<file path="config.mk">
export PLATFORM = sky130hd
export DESIGN_NAME = hv_efuse_load_ctrl_flat
export DESIGN_NICKNAME = d
export VERILOG_FILES = /design/src/rtl/hv_efuse_load_ctrl_pkg.sv /design/src/rtl/hv_efuse_load_ctrl_if.sv /design/src/rtl/hv_efuse_load_ctrl_csum.sv /design/src/rtl/hv_efuse_load_ctrl.sv /design/src/flat_wrapper.sv
export SDC_FILE = /design/constraint.sdc
export NUM_CORES = 1
export LEC_CHECK = 0
export BUFFER_PORTS_ARGS = -buffer_cell sky130_fd_sc_hd__buf_2
export CAP_MARGIN = 20
export CORE_MARGIN = 5
export CORE_UTILIZATION = 30
export DETAILED_ROUTE_END_ITERATION = 10
export PLACE_DENSITY = 0.57
export SLEW_MARGIN = 20
export SYNTH_ARGS = -nofsm -noshare
export SYNTH_HDL_FRONTEND = slang
export SYNTH_HIERARCHICAL = 1
export SYNTH_SLANG_ARGS = --single-unit
</file>
<file path="constraint.sdc">
create_clock -name i_clk -period 2.8 [get_ports i_clk]
set_clock_uncertainty 0.1 [all_clocks]
set_input_delay 0.14 -clock i_clk [delete_from_list [all_inputs] [get_ports i_clk]]
set_output_delay 0.14 -clock i_clk [all_outputs]
set_load 0.01 [all_outputs]
</file>
<file path="src/rtl/hv_efuse_load_ctrl_pkg.sv">
// Shared types and default timing constants for the efuse load controller.
// The optional checksum feature is enabled by defining HV_EFUSE_CSUM_EN.
package hv_efuse_load_ctrl_pkg;

  localparam int EFUSE_ST_W  = 3;
  localparam int EFUSE_CNT_W = 4;

  localparam int EFUSE_WORD_NUM_DEF = 8;
  localparam int EFUSE_DATA_W_DEF   = 8;
  localparam int EFUSE_ADDR_W_DEF   = 4;
  localparam int TSU_CYC_DEF        = 2;
  localparam int STRB_CYC_DEF       = 4;
  localparam int THD_CYC_DEF        = 2;

  typedef enum logic [EFUSE_ST_W-1:0] {
    ST_IDLE  = 3'd0,
    ST_SETUP = 3'd1,
    ST_STRB  = 3'd2,
    ST_HOLD  = 3'd3,
    ST_DONE  = 3'd4
  } efuse_st_e;

  // True while the macro is selected (a word access is in flight).
  function automatic logic st_is_active(input efuse_st_e st);
    return (st == ST_SETUP) || (st == ST_STRB) || (st == ST_HOLD);
  endfunction

endpackage

</file>
<file path="src/rtl/hv_efuse_load_ctrl_if.sv">
// Efuse macro access bus and shadow-register write bus.
// master: load controller side, slave: macro/register-file side.
interface hv_efuse_load_ctrl_if #(
  parameter int ADDR_W = 4,
  parameter int DATA_W = 8
);
  logic              efuse_csb;
  logic              efuse_strobe;
  logic [ADDR_W-1:0] efuse_addr;
  logic [DATA_W-1:0] efuse_rdata;
  logic              reg_wen;
  logic [ADDR_W-1:0] reg_waddr;
  logic [DATA_W-1:0] reg_wdata;

  modport master (
    output efuse_csb, efuse_strobe, efuse_addr, reg_wen, reg_waddr, reg_wdata,
    input  efuse_rdata
  );

  modport slave (
    input  efuse_csb, efuse_strobe, efuse_addr, reg_wen, reg_waddr, reg_wdata,
    output efuse_rdata
  );
endinterface

</file>
<file path="src/rtl/hv_efuse_load_ctrl_csum.sv">
// XOR accumulator over the payload words; compares against the final
// (checksum) word when the load completes. Only built with HV_EFUSE_CSUM_EN.
module hv_efuse_csum #(
  parameter int DATA_W = 8
) (
  input  logic              i_clk,
  input  logic              i_rst_n,
  input  logic              i_clr,
  input  logic              i_acc_en,
  input  logic [DATA_W-1:0] i_acc_data,
  input  logic              i_chk,
  input  logic [DATA_W-1:0] i_chk_data,
  output logic              o_err
);

  logic [DATA_W-1:0] acc_r;
  logic              err_r;

  // Accumulate payload words; latch the mismatch result, clear on a new load.
  always_ff @(posedge i_clk or negedge i_rst_n) begin
    if (!i_rst_n) begin
      acc_r <= {DATA_W{1'b0}};
      err_r <= 1'b0;
    end else if (i_clr) begin
      acc_r <= {DATA_W{1'b0}};
      err_r <= 1'b0;
    end else begin
      if (i_acc_en) begin
        acc_r <= acc_r ^ i_acc_data;
      end
      if (i_chk) begin
        err_r <= (acc_r != i_chk_data);
      end
    end
  end

  assign o_err = err_r;

endmodule

</file>
<file path="src/rtl/hv_efuse_load_ctrl.sv">
// Efuse load controller: on a request edge, reads EFUSE_WORD_NUM words from
// the efuse macro with setup/strobe/hold timing and writes them to the shadow
// registers. Optional checksum check enabled by the macro HV_EFUSE_CSUM_EN.
module hv_efuse_load_ctrl
  import hv_efuse_load_ctrl_pkg::*;
#(
  parameter int EFUSE_WORD_NUM = EFUSE_WORD_NUM_DEF,
  parameter int EFUSE_DATA_W   = EFUSE_DATA_W_DEF,
  parameter int EFUSE_ADDR_W   = EFUSE_ADDR_W_DEF,
  parameter int TSU_CYC        = TSU_CYC_DEF,
  parameter int STRB_CYC       = STRB_CYC_DEF,
  parameter int THD_CYC        = THD_CYC_DEF
) (
  input  logic i_clk,
  input  logic i_rst_n,
  input  logic i_efuse_load_req,
  input  logic i_efuse_ctrl_reg_en,
  output logic o_efuse_load_done,
  output logic o_efuse_busy,
  output logic o_efuse_csum_err,
  hv_efuse_load_ctrl_if.master efuse_bus
);

  localparam logic [EFUSE_CNT_W-1:0]  CNT_ZERO = {EFUSE_CNT_W{1'b0}};
  localparam logic [EFUSE_CNT_W-1:0]  TSU_LD   = EFUSE_CNT_W'(TSU_CYC - 1);
  localparam logic [EFUSE_CNT_W-1:0]  STRB_LD  = EFUSE_CNT_W'(STRB_CYC - 1);
  localparam logic [EFUSE_CNT_W-1:0]  THD_LD   = EFUSE_CNT_W'(THD_CYC - 1);
  localparam logic [EFUSE_ADDR_W-1:0] IDX_ZERO = {EFUSE_ADDR_W{1'b0}};
  localparam logic [EFUSE_ADDR_W-1:0] IDX_ONE  = EFUSE_ADDR_W'(1);
  localparam logic [EFUSE_ADDR_W-1:0] LAST_IDX = EFUSE_ADDR_W'(EFUSE_WORD_NUM - 1);

  efuse_st_e               state_r, nxt_state_s;
  logic [EFUSE_CNT_W-1:0]  cnt_r, nxt_cnt_s;
  logic [EFUSE_ADDR_W-1:0] idx_r, nxt_idx_s;
  logic                    req_q_r;
  logic                    start_s;
  logic                    cap_s;

  logic                    csb_r;
  logic                    strobe_r;
  logic [EFUSE_ADDR_W-1:0] addr_r;
  logic                    wen_r;
  logic [EFUSE_ADDR_W-1:0] waddr_r;
  logic [EFUSE_DATA_W-1:0] wdata_r;
  logic                    done_r;
  logic                    busy_r;

  // A held-high request must not retrigger, so only a fresh edge starts a load.
  assign start_s = (state_r == ST_IDLE) && i_efuse_load_req && !req_q_r && i_efuse_ctrl_reg_en;
  // Read data is taken on the final strobe cycle unless the load is being aborted.
  assign cap_s   = (state_r == ST_STRB) && (cnt_r == CNT_ZERO) && i_efuse_ctrl_reg_en;

  // Next-state, phase counter reload and word index sequencing.
  always_comb begin
    nxt_state_s = state_r;
    nxt_cnt_s   = cnt_r;
    nxt_idx_s   = idx_r;
    if ((state_r != ST_IDLE) && !i_efuse_ctrl_reg_en) begin
      nxt_state_s = ST_IDLE;
      nxt_cnt_s   = CNT_ZERO;
      nxt_idx_s   = IDX_ZERO;
    end else begin
      case (state_r)
        ST_IDLE: begin
          if (start_s) begin
            nxt_state_s = ST_SETUP;
            nxt_cnt_s   = TSU_LD;
            nxt_idx_s   = IDX_ZERO;
          end else begin
            nxt_state_s = ST_IDLE;
          end
        end
        ST_SETUP: begin
          if (cnt_r == CNT_ZERO) begin
            nxt_state_s = ST_STRB;
            nxt_cnt_s   = STRB_LD;
          end else begin
            nxt_cnt_s = cnt_r - EFUSE_CNT_W'(1);
          end
        end
        ST_STRB: begin
          if (cnt_r == CNT_ZERO) begin
            nxt_state_s = ST_HOLD;
            nxt_cnt_s   = THD_LD;
          end else begin
            nxt_cnt_s = cnt_r - EFUSE_CNT_W'(1);
          end
        end
        ST_HOLD: begin
          if (cnt_r != CNT_ZERO) begin
            nxt_cnt_s = cnt_r - EFUSE_CNT_W'(1);
          end else if (idx_r == LAST_IDX) begin
            nxt_state_s = ST_DONE;
            nxt_cnt_s   = CNT_ZERO;
          end else begin
            nxt_state_s = ST_SETUP;
            nxt_cnt_s   = TSU_LD;
            nxt_idx_s   = idx_r + IDX_ONE;
          end
        end
        ST_DONE: begin
          nxt_state_s = ST_IDLE;
          nxt_cnt_s   = CNT_ZERO;
          nxt_idx_s   = IDX_ZERO;
        end
        default: begin
          nxt_state_s = ST_IDLE;
          nxt_cnt_s   = CNT_ZERO;
          nxt_idx_s   = IDX_ZERO;
        end
      endcase
    end
  end

  // State, counter, index and request-edge history registers.
  always_ff @(posedge i_clk or negedge i_rst_n) begin
    if (!i_rst_n) begin
      state_r <= ST_IDLE;
      cnt_r   <= CNT_ZERO;
      idx_r   <= IDX_ZERO;
      req_q_r <= 1'b0;
    end else begin
      state_r <= nxt_state_s;
      cnt_r   <= nxt_cnt_s;
      idx_r   <= nxt_idx_s;
      req_q_r <= i_efuse_load_req;
    end
  end

  // Registered outputs decoded from the next state so they align with it.
  always_ff @(posedge i_clk or negedge i_rst_n) begin
    if (!i_rst_n) begin
      csb_r    <= 1'b1;
      strobe_r <= 1'b0;
      addr_r   <= IDX_ZERO;
      wen_r    <= 1'b0;
      waddr_r  <= IDX_ZERO;
      wdata_r  <= {EFUSE_DATA_W{1'b0}};
      done_r   <= 1'b0;
      busy_r   <= 1'b0;
    end else begin
      csb_r    <= !st_is_active(nxt_state_s);
      strobe_r <= (nxt_state_s == ST_STRB);
      addr_r   <= st_is_active(nxt_state_s) ? nxt_idx_s : IDX_ZERO;
      wen_r    <= cap_s;
      waddr_r  <= cap_s ? idx_r : waddr_r;
      wdata_r  <= cap_s ? efuse_bus.efuse_rdata : wdata_r;
      done_r   <= (nxt_state_s == ST_DONE);
      busy_r   <= (nxt_state_s != ST_IDLE);
    end
  end

  assign efuse_bus.efuse_csb    = csb_r;
  assign efuse_bus.efuse_strobe = strobe_r;
  assign efuse_bus.efuse_addr   = addr_r;
  assign efuse_bus.reg_wen      = wen_r;
  assign efuse_bus.reg_waddr    = waddr_r;
  assign efuse_bus.reg_wdata    = wdata_r;
  assign o_efuse_load_done      = done_r;
  assign o_efuse_busy           = busy_r;

`ifdef HV_EFUSE_CSUM_EN
  logic csum_acc_en_s;
  logic csum_chk_s;

  // The last word is the checksum itself and is excluded from the XOR.
  assign csum_acc_en_s = wen_r && (waddr_r != LAST_IDX);
  assign csum_chk_s    = (state_r == ST_HOLD) && (nxt_state_s == ST_DONE);

  hv_efuse_csum #(
    .DATA_W (EFUSE_DATA_W)
  ) u_csum (
    .i_clk      (i_clk),
    .i_rst_n    (i_rst_n),
    .i_clr      (start_s),
    .i_acc_en   (csum_acc_en_s),
    .i_acc_data (wdata_r),
    .i_chk      (csum_chk_s),
    .i_chk_data (wdata_r),
    .o_err      (o_efuse_csum_err)
  );
`else
  assign o_efuse_csum_err = 1'b0;
`endif

endmodule

</file>
<file path="src/flat_wrapper.sv">
// flat-port wrapper written by rule: the top's interface ports become plain ports
module hv_efuse_load_ctrl_flat import hv_efuse_load_ctrl_pkg::*;
#(
  parameter int EFUSE_WORD_NUM = EFUSE_WORD_NUM_DEF,
  parameter int EFUSE_DATA_W   = EFUSE_DATA_W_DEF,
  parameter int EFUSE_ADDR_W   = EFUSE_ADDR_W_DEF,
  parameter int TSU_CYC        = TSU_CYC_DEF,
  parameter int STRB_CYC       = STRB_CYC_DEF,
  parameter int THD_CYC        = THD_CYC_DEF
)
  (i_clk, i_rst_n, i_efuse_load_req, i_efuse_ctrl_reg_en, o_efuse_load_done, o_efuse_busy, o_efuse_csum_err, efuse_bus_efuse_csb, efuse_bus_efuse_strobe, efuse_bus_efuse_addr, efuse_bus_reg_wen, efuse_bus_reg_waddr, efuse_bus_reg_wdata, efuse_bus_efuse_rdata);
  hv_efuse_load_ctrl_if #(.ADDR_W(4), .DATA_W(8)) efuse_bus_i ();
  input  logic i_clk;
  input  logic i_rst_n;
  input  logic i_efuse_load_req;
  input  logic i_efuse_ctrl_reg_en;
  output logic o_efuse_load_done;
  output logic o_efuse_busy;
  output logic o_efuse_csum_err;
  output wire logic [$bits(efuse_bus_i.efuse_csb)-1:0] efuse_bus_efuse_csb;
  output wire logic [$bits(efuse_bus_i.efuse_strobe)-1:0] efuse_bus_efuse_strobe;
  output wire logic [$bits(efuse_bus_i.efuse_addr)-1:0] efuse_bus_efuse_addr;
  output wire logic [$bits(efuse_bus_i.reg_wen)-1:0] efuse_bus_reg_wen;
  output wire logic [$bits(efuse_bus_i.reg_waddr)-1:0] efuse_bus_reg_waddr;
  output wire logic [$bits(efuse_bus_i.reg_wdata)-1:0] efuse_bus_reg_wdata;
  input wire logic [$bits(efuse_bus_i.efuse_rdata)-1:0] efuse_bus_efuse_rdata;
  assign efuse_bus_efuse_csb = efuse_bus_i.efuse_csb;
  assign efuse_bus_efuse_strobe = efuse_bus_i.efuse_strobe;
  assign efuse_bus_efuse_addr = efuse_bus_i.efuse_addr;
  assign efuse_bus_reg_wen = efuse_bus_i.reg_wen;
  assign efuse_bus_reg_waddr = efuse_bus_i.reg_waddr;
  assign efuse_bus_reg_wdata = efuse_bus_i.reg_wdata;
  assign efuse_bus_i.efuse_rdata = efuse_bus_efuse_rdata;
  hv_efuse_load_ctrl #(.EFUSE_WORD_NUM(EFUSE_WORD_NUM), .EFUSE_DATA_W(EFUSE_DATA_W), .EFUSE_ADDR_W(EFUSE_ADDR_W), .TSU_CYC(TSU_CYC), .STRB_CYC(STRB_CYC), .THD_CYC(THD_CYC)) u_core (.i_clk(i_clk), .i_rst_n(i_rst_n), .i_efuse_load_req(i_efuse_load_req), .i_efuse_ctrl_reg_en(i_efuse_ctrl_reg_en), .o_efuse_load_done(o_efuse_load_done), .o_efuse_busy(o_efuse_busy), .o_efuse_csum_err(o_efuse_csum_err), .efuse_bus(efuse_bus_i));
endmodule
</file>
==> results.json, run 1 <==
{
  "status": "completed",
  "final_nets": 193,
  "initial_utilization_pct": 30.9,
  "cts_inserted_buffers": 5,
  "htreeDepth": 2,
  "fin_crit_ns": 2.40,
  "slew-limit-headroom_pct": 51.9,
  "dp_cells": 231,
  "yosysWarningCount": 6,
  "p_leak_uw": 0.000912,
  "core-area_mm2": 0.00511,
  "maxClockFrequency_mhz": 417,
  "gp_congestion": 0.803,
  "synth_fp_nets": 151,
  "clk_latency_ns": 0.29,
  "cts.sinks": 33,
  "rr_worst_depth": 6,
  "drt-wirelength-per-cell_um": 14.2,
  "clock_power_share_pct": 26.0,
  "synth_cell_types": 46,
  "cts-root-buf": "clkbuf_8",
  "dpl.hpwl_um": 2420,
  "cp.arrival_ns": 2.47,
  "required_ns": 2.87,
  "first_global_vias": 1193,
  "worstHoldEndpoint": "u_core/o_efuse_load_done",
  "wl_um": 3530,
  "synth-seq-cells": 33,
  "grt_pass1_wl_um": 5830,
  "synth_common_cells": "32 x dfrtp_1, 11 x mux2_1, 6 x inv_1, 6 x o211ai_1, 6 x o21ai_0",
  "ir_drop_v": 0.000331,
  "final_max_slew_viol_count": 0,
  "final-setup-viol-count": 0,
  "p_seq_share_pct": 40.7,
  "synth-edff-count": 0,
  "io_pins": 34,
  "num_rows": 26,
  "dieArea_mm2": 0.00680,
  "rsz0062_at_grt": "false",
  "avgSynthCellArea_um2": 11.6,
  "p_per_area_mw_per_mm2": 862,
  "end_kind": "register",
  "r2r-start": "u_core/cnt_r[0]",
  "area_delta_synth_final_pct": 26.8,
  "cts_setup_buffers": 0,
  "reg2reg_to": "u_core/cnt_r[0]",
  "combPwrFrac_pct": 33.3,
  "hold_class": "input pin to register",
  "num_antenna_cells": 0,
  "syn_area_mm2": 0.00158,
  "finalCritPeriodShare_pct": 85.6,
  "drc": 0,
  "critical_path_class": "register to register",
  "vias_per_cell": 4.91,
  "cap_violations": 0,
  "cp_cell_sequence": "inv_1, ha_1, nor3b_4, a41oi_1, or4_1, a32o_1",
  "finalHoldViolations": 0,
  "antenna_left": 0,
  "cts.clk_slew.worst_paths_ns": 0.07,
  "fp.dieW_um": 82.5,
  "fillers": 500,
  "p_sw_uw": 605,
  "grt_max_degree": 34,
  "whs_path_depth": 3,
  "r2r_setup_slack_ns": 0.40,
  "start_kind": "register",
  "io_buffers": 32,
  "yosysMostFrequentCell": "dfrtp_1",
  "hold_start": "i_efuse_ctrl_reg_en",
  "synth_top_area_cell": "dfrtp_1",
  "slowest_stage": "or4_1",
  "worstMarginPinSlew_ns": 0.722,
  "utilization_pct": 39.1,
  "antenna_found_initial": 0,
  "track_usage_pct": 11.4,
  "synthCells": 136,
  "overflow": 0,
  "ys.flop_type": "dfrtp_1",
  "max_stage_delay_ns": 0.55,
  "drtIter0Drc": 43,
  "dr.pass1.iters": 4,
  "drive_above_1_share_pct": 26.8,
  "sw_frac_of_total_pct": 35.1,
  "async_reset_ff_share_pct": 100,
  "cts_max_path_buffers": 2,
  "crit_path_max_fanout": 10,
  "finalSetupTns_ns": 0,
  "synthTopCellsByArea": "dfrtp_1 51%, mux2_1 7.9%, o211ai_1 2.9%",
  "yosysSeqAreaShare_pct": 52.5,
  "fin_cells": 249,
  "vias": 1223,
  "fp.dieH_um": 82.5,
  "intPower_uw": 1120,
  "synth_top_area_share_pct": 50.8,
  "cts_tree": "built"
}
## cells by family (layout without fill, tap and decap cells)
group,Yosys count,after routing,synth area share [%]
buf+inv,14,57,4.21
compound gates,36,36,16.1
mux,11,11,7.86
other cells,1,1,0.238
simple gates,38,38,16.7
flops,33,33,52.5
fa+ha+maj,3,3,2.38
## layer usage
layer	routed length [µm]	GRT usage [%]	part of all wire, %	vias up
met4	55	4.90	1.6	0
met2	1700	18.3	48	37
met3	236	3.36	6.7	6
met5	0	0	0	-
met1	1540	14.2	44	586
li1	-	-	-	594
## flip-flops by register name, summed over array words and instances (netlist names)
register,cells
u_core/req_q_r,1
u_core/idx_r,4
u_core/efuse_bus.reg_waddr,4
u_core/efuse_bus.reg_wen,1
u_core/efuse_bus.reg_wdata,8
u_core/cnt_r,4
u_core/efuse_bus.efuse_strobe,1
u_core/state_r,3
u_core/o_efuse_load_done,1
u_core/efuse_bus.efuse_addr,4
u_core/o_efuse_busy,1
u_core/efuse_bus.efuse_csb,1
## power groups by stage
stage / Combinational (µW) / Clock (µW) / Sequential [µW]
after floorplan: 385 / 0 / 723
after global placement: 561 / 0 / 704
after detailed placement: 567 / 0 / 712
after CTS: 579 / 463 / 701
after global routing: 647 / 485 / 718
final: 574 / 448 / 701
## worst max-delay path, delay by kind of cell, from the launching register on
| kind | cells | cell delay [ns] |
|---|---|---|
| compound gates | 2 | 0.53 |
| fa+ha+maj | 1 | 0.18 |
| buf+inv | 1 | 0.10 |
| flops | 1 | 0.43 |
| simple gates | 2 | 0.95 |
## cells in the final DEF (no fill, tap or decap), drive strengths merged, types with 4 or more instances in the layout
| cell | instances |
|---|---|
| a21oi | 4 |
| a31oi | 5 |
| buf | 32 |
| clkbuf | 5 |
| dfrtp | 32 |
| dlygate4sd3 | 10 |
| inv | 7 |
| mux2 | 11 |
| nand2 | 4 |
| nor4 | 4 |
| o211ai | 6 |
| o21ai | 8 |
## how the worst max path moves through the flow
stage                    startpoint               to  cells after the start
finish              u_core/cnt_r[0]  u_core/cnt_r[0]                      6
global route        u_core/cnt_r[0]  u_core/cnt_r[0]                      6
CTS                 u_core/cnt_r[0]  u_core/cnt_r[0]                      6
detailed placement  u_core/cnt_r[0]  u_core/cnt_r[0]                      6
global placement    u_core/cnt_r[0]  u_core/cnt_r[0]                      6
floorplan           u_core/cnt_r[0]  u_core/cnt_r[0]                      6
## per-stage QoR
stage          instance area (µm²)  power, µW  hold slack (ns)  setup slack [ns]
2_1_floorplan                 1580       1110           -0.256             0.639
3_3_place_gp                  1780       1260            0.145             0.501
3_5_place_dp                  1780       1280            0.145             0.441
4_1_cts                       2000       1740           0.0955             0.425
5_1_grt                       2000       1850            0.140             0.314
6_report                      2000       1720           0.0994             0.403
## area by class of cell
class | instances | area [µm²] | area share, %
flip-flops and latches | 33 | 827 | 41.4
multi-input cells | 89 | 683 | 34.2
repair buffers | 42 | 260 | 13.0
well taps | 70 | 87.6 | 4.38
clock buffers | 5 | 68.8 | 3.44
clock inverters | 3 | 46.3 | 2.32
inverters | 7 | 26.3 | 1.31
## timing repair
| item | CTS | global route |
|---|---|---|
| resized for setup | 0 | 0 |
| hold buffers | 10 | 0 |
| endpoints found under the setup margin | 0 | 0 |
| hold endpoints to repair | 41 | 0 |
No activity file was read; power rests on OpenSTA's default activity.
==> run 2, diff against run 1 <==
- BUFFER_PORTS_ARGS: -buffer_cell sky130_fd_sc_hd__buf_2 -> not set
- CORE_ASPECT_RATIO: not set -> 1.5
- DONT_BUFFER_PORTS: not set -> 1
- PLACE_DENSITY: 0.57 -> 0.52
==> results.json, run 2 (same netlist as run 1, synthesis figures left out) <==
{
  "status": "completed",
  "end_kind": "register",
  "drc": 0,
  "final-setup-viol-count": 0,
  "max_stage_delay_ns": 0.55,
  "drt-wirelength-per-cell_um": 16.5,
  "slew-limit-headroom_pct": 60.1,
  "initial_utilization_pct": 30.8,
  "fin_crit_ns": 2.41,
  "first_global_vias": 1221,
  "setup_slack_ns": 0.390,
  "ctsHoldBuffers": 12,
  "num_rows": 32,
  "clock_power_share_pct": 22.7,
  "drtIter0Drc": 50,
  "io_buffers": 0,
  "antenna_found_initial": 0,
  "io_pins": 34,
  "clk_latency_ns": 0.29,
  "largest_reg_flops": 8,
  "combPwrFrac_pct": 28.9,
  "slowest_stage": "or4_1",
  "cts_max_path_buffers": 2,
  "dp_cells": 197,
  "required_ns": 2.88,
  "htreeDepth": 2,
  "p_sw_uw": 577,
  "cts.clk_slew.worst_paths_ns": 0.07,
  "start_kind": "register",
  "cp_cell_sequence": "inv_1, ha_1, nor3b_4, a41oi_1, or4_1, a32o_1",
  "sw_frac_of_total_pct": 36.7,
  "intPower_uw": 995,
  "vias": 1155,
  "dieArea_mm2": 0.00683,
  "cts_inserted_buffers": 5,
  "dpl_worst_slack_ns": 0.441,
  "final_nets": 163,
  "cts.sinks": 33,
  "crit_path_max_fanout": 10,
  "track_usage_pct": 11.1,
  "p_per_area_mw_per_mm2": 855,
  "mostFrequentLayoutCells": "32 x dfrtp_1, 11 x mux2_1, 11 x dlygate4sd3_1",
  "final_common_cell": "dfrtp_1",
  "antenna_left": 0,
  "fillers": 534,
  "fp.dieH_um": 98.8,
  "overflow": 0,
  "final_max_slew_viol_count": 0,
  "critical_path_class": "register to register",
  "grt_pass1_wl_um": 6000,
  "drive_above_1_share_pct": 10.1,
  "gp_congestion": 0.893,
  "cts-root-buf": "clkbuf_8",
  "cts_resized": 0,
  "dpl.hpwl_um": 2510,
  "p_leak_uw": 0.000769,
  "rsz0062_at_grt": "false",
  "cp.arrival_ns": 2.49,
  "cts_setup_buffers": 0,
  "finalHoldViolations": 0,
  "worstMarginPinSlew_ns": 0.599,
  "core-area_mm2": 0.00512,
  "finalSetupTns_ns": 0,
  "cap_violations": 0,
  "grt_max_degree": 34,
  "area_delta_synth_final_pct": 16.6,
  "vias_per_cell": 5.35,
  "cts_tree": "built",
  "p_seq_share_pct": 48.4,
  "fin_cells": 216,
  "wl_um": 3560,
  "dr.pass1.iters": 4,
  "num_antenna_cells": 0,
  "finalCritPeriodShare_pct": 86.1,
  "fp.dieW_um": 69.2,
  "hold_class": "input pin to register",
  "ir_drop_v": 0.000240,
  "maxClockFrequency_mhz": 415
}
run 2: cell types whose count changed in the layout (fill, tap and decap cells not counted), sizes merged:
cell         change
buf             -31
clkinvlp         -1
clkbuf           +2
clkinv           -1
bufinv           -1
dlygate4sd3      +1
run 2: critical path: cells and delay by family, from the launching register on:
family	cells	cell delay [ns]
flip-flops	1	0.42
adder cells (fa/ha/maj)	1	0.19
AND/OR/NAND/NOR	2	0.96
AO/OA/AOI/OAI	2	0.53
buffers and inverters	1	0.09
run 2: power by group through the flow:
| stage | Clock (µW) | Combinational (µW) | Sequential (µW) |
|---|---|---|---|
| floorplan | 0 | 385 | 723 |
| global placement | 0 | 408 | 766 |
| detailed placement | 0 | 422 | 770 |
| CTS | 375 | 451 | 762 |
| global route | 390 | 506 | 779 |
| finish | 357 | 454 | 761 |
run 2: cell type report:
| cell class | count | area, µm² | area share, % |
|---|---|---|---|
| well taps | 68 | 85.1 | 4.63 |
| multi-input cells | 89 | 683 | 37.2 |
| repair buffers | 12 | 130 | 7.08 |
| inverters | 7 | 26.3 | 1.43 |
| clock buffers | 7 | 86.3 | 4.70 |
| flip-flops and latches | 33 | 827 | 45.0 |
run 2: routing by layer:
metal  GRT usage [%]  part of all wire (%)  up-vias
met1            11.2                    39      573
met3            4.80                   7.6        9
li1                -                     -      531
met2            18.4                    50       42
met4            7.37                   3.3        0
met5               0                     0        -
run 2: final timing paths:
check                               startpoint                          to  slack, ns  depth (start not counted)
setup / recovery               u_core/cnt_r[0]             u_core/cnt_r[0]       0.39                          6
hold / removal             i_efuse_ctrl_reg_en           u_core/state_r[1]       0.05                          2
setup reg to reg               u_core/cnt_r[0]             u_core/cnt_r[0]       0.39                          6
hold reg to reg                u_core/cnt_r[1]             u_core/cnt_r[1]       0.42                          1
max in group asynchronous              i_rst_n  u_core/efuse_bus.efuse_csb       2.13                          2
min in group asynchronous              i_rst_n             u_core/cnt_r[0]       0.23                          2
run 2: per-stage QoR:
| stage | hold slack (ns) | power (µW) | utilization, % | cell area [µm²] |
|---|---|---|---|---|
| 4_1_cts | 0.0302 | 1590 | 35.9 | 1840 |
| 2_1_floorplan | -0.256 | 1110 | - | 1580 |
| 6_report | 0.0549 | 1570 | 35.9 | 1840 |
| 3_5_place_dp | -0.255 | 1190 | 31.6 | 1620 |
| 5_1_grt | 0.0446 | 1670 | 35.9 | 1840 |
| 3_3_place_gp | -0.255 | 1170 | 31.6 | 1620 |
==> run 3, diff against run 2 <==
- ABC_AREA: not set -> 1
- CORE_UTILIZATION: 30 -> 60
- PLACE_DENSITY: 0.52 -> 0.84
- SLEW_MARGIN: 20 -> not set
==> results.json, run 3 <==
{
  "status": "completed",
  "cts_resized": 0,
  "drive_above_1_share_pct": 12.3,
  "fp.dieW_um": 52.0,
  "syn_area_mm2": 0.00159,
  "final-setup-viol-count": 0,
  "dpl.hpwl_um": 2460,
  "first_global_vias": 1332,
  "antenna_left": 0,
  "power_uw": 1930,
  "dieArea_mm2": 0.00379,
  "avgSynthCellArea_um2": 8.57,
  "dr.pass1.iters": 4,
  "vias": 1288,
  "fillers": 183,
  "synth_cell_types": 28,
  "finalSetupTns_ns": 0,
  "placed_area_mm2": 0.00161,
  "hold_class": "input pin to register",
  "drt-wirelength-per-cell_um": 14.5,
  "utilization_pct": 72.9,
  "p_leak_uw": 0.000965,
  "yosysMostFrequentCell": "nand2_1",
  "maxClockFrequency_mhz": 551,
  "vias_per_cell": 5.39,
  "initial_utilization_pct": 63.3,
  "cts_max_path_buffers": 2,
  "final_max_slew_viol_count": 0,
  "final_nets": 217,
  "finalCritPeriodShare_pct": 64.8,
  "cts.sinks": 33,
  "cts_tree": "built",
  "overflow": 0,
  "required_ns": 2.93,
  "htreeDepth": 2,
  "rr_worst_depth": 9,
  "async_reset_ff_share_pct": 100,
  "cts.clk_slew.worst_paths_ns": 0.10,
  "end_kind": "register",
  "drtIter0Drc": 56,
  "mostFrequentLayoutCells": "59 x nand2_1, 32 x dfrtp_1, 22 x inv_1, 13 x nand3_1, 13 x nor2_1",
  "yosysWarningCount": 6,
  "core-area_mm2": 0.00250,
  "hold_start": "i_efuse_ctrl_reg_en",
  "antenna_found_initial": 0,
  "synth-seq-cells": 33,
  "synth_top_area_share_pct": 50.5,
  "synth_common_cells": "59 x nand2_1, 32 x dfrtp_1, 22 x inv_1",
  "largest_reg_flops": 8,
  "num_antenna_cells": 0,
  "critical_path_class": "register to register",
  "track_usage_pct": 21.3,
  "cts_inserted_buffers": 5,
  "grt_max_degree": 34,
  "dp_cells": 219,
  "setup.worst_path.start": "u_core/cnt_r[0]",
  "gp_congestion": 0.861,
  "fp.dieH_um": 73.0,
  "p_per_area_mw_per_mm2": 1050,
  "io_buffers": 0,
  "synth_top_area_cell": "dfrtp_1",
  "io_pins": 34,
  "cap_violations": 0,
  "whs_path_depth": 4,
  "synthCells": 185,
  "rsz0062_at_grt": "false",
  "stdcell_area_mm2": 0.00183,
  "clk_latency_ns": 0.33,
  "cp.arrival_ns": 1.94,
  "num_rows": 22,
  "synthTopCellsByArea": "dfrtp_1 51%, nand2_1 14%, inv_1 5.2%",
  "yosysSeqAreaShare_pct": 52.2,
  "crit_path_max_fanout": 16,
  "synth-edff-count": 0,
  "fin_cells": 239,
  "cts-root-buf": "clkbuf_4",
  "grt_pass1_wl_um": 5950,
  "drc": 0,
  "ys.flop_type": "dfrtp_1",
  "ir_drop_v": 0.000803,
  "synth_fp_nets": 200,
  "area_delta_synth_final_pct": 15.2,
  "start_kind": "register",
  "wl_um": 3470,
  "fin_crit_ns": 1.82,
  "finalHoldViolations": 0,
  "final_common_cell": "nand2_1",
  "r2r-start": "u_core/cnt_r[0]"
}
[run 3: cell types whose count changed in the layout (fill, tap and decap cells not counted), moves of 5 or more]
cell,before,now
nand3_1,1,13
o211ai_1,6,0
clkbuf_8,6,1
nor2_1,2,13
inv_1,6,22
mux2_1,11,0
nand2_1,4,59
clkbuf_4,0,5
a21oi_1,4,9
[run 3: where the power goes]
group	internal, µW	switching [µW]
logic	243	498
registers	642	179
clock network	213	150
[run 3: cells by family after synthesis]
kind of cell | share of synthesized area (%)
AO/OA/AOI/OAI | 8.84
XOR/XNOR | 0.553
adder cells (fa/ha/maj) | 2.37
buffers and inverters | 7.66
flip-flops | 52.2
other | 0.237
AND/OR/NAND/NOR | 28.2
[run 3: repair_timing]
| item | in CTS | in global routing |
|---|---|---|
| endpoints found under the hold margin | 42 | 1 |
| setup buffers | 0 | 0 |
| hold buffers | 11 | 1 |
[run 3: critical path: stages, from the launching register on]
cell and delay [ns]:
dfrtp_1 0.39, inv_1 0.12, ha_1 0.24, nand2_2 0.11, nor2_8 0.16, nand3_4 0.12
nor2_8 0.20, inv_6 0.09, nand2_1 0.09, nand2_1 0.07
[run 3: routing by layer]
metal  up-vias  global-route usage [%]  routed length (µm)
met2        56                    37.1                1870
met5         -                       0                   0
met1       606                    22.0                1230
met3        18                    6.95                 214
li1        608                       -                   -
met4         0                    11.7                 154
[run 3: final timing paths]
| check | end | slack [ns] |
|---|---|---|
| setup / recovery | u_core/efuse_bus.reg_wdata[2] | 0.98 |
| hold / removal | u_core/idx_r[3] | 0.09 |
| setup reg to reg | u_core/efuse_bus.reg_wdata[2] | 0.98 |
| hold reg to reg | u_core/efuse_bus.reg_wdata[5] | 0.45 |
| max in group asynchronous | u_core/efuse_bus.efuse_csb | 2.21 |
| min in group asynchronous | u_core/efuse_bus.reg_wdata[2] | 0.14 |
[run 3: area by class of cell]
cell class	instances	area [µm²]	area share (%)
multi-input combinational	124	637	34.9
clock buffer	7	55.1	3.01
sequential	33	827	45.3
clock inverter	1	30.0	1.64
tap	36	45.0	2.47
inverter	26	103	5.62
timing repair buffer	12	130	7.12
[run 3: stage by stage]
stage	setup slack (ns)	hold WS, ns
2_1_floorplan	1.15	-0.256
3_5_place_dp	1.01	-0.255
3_3_place_gp	1.12	-0.255
4_1_cts	1.01	0.00699
6_report	0.985	0.0940
5_1_grt	0.828	0.102
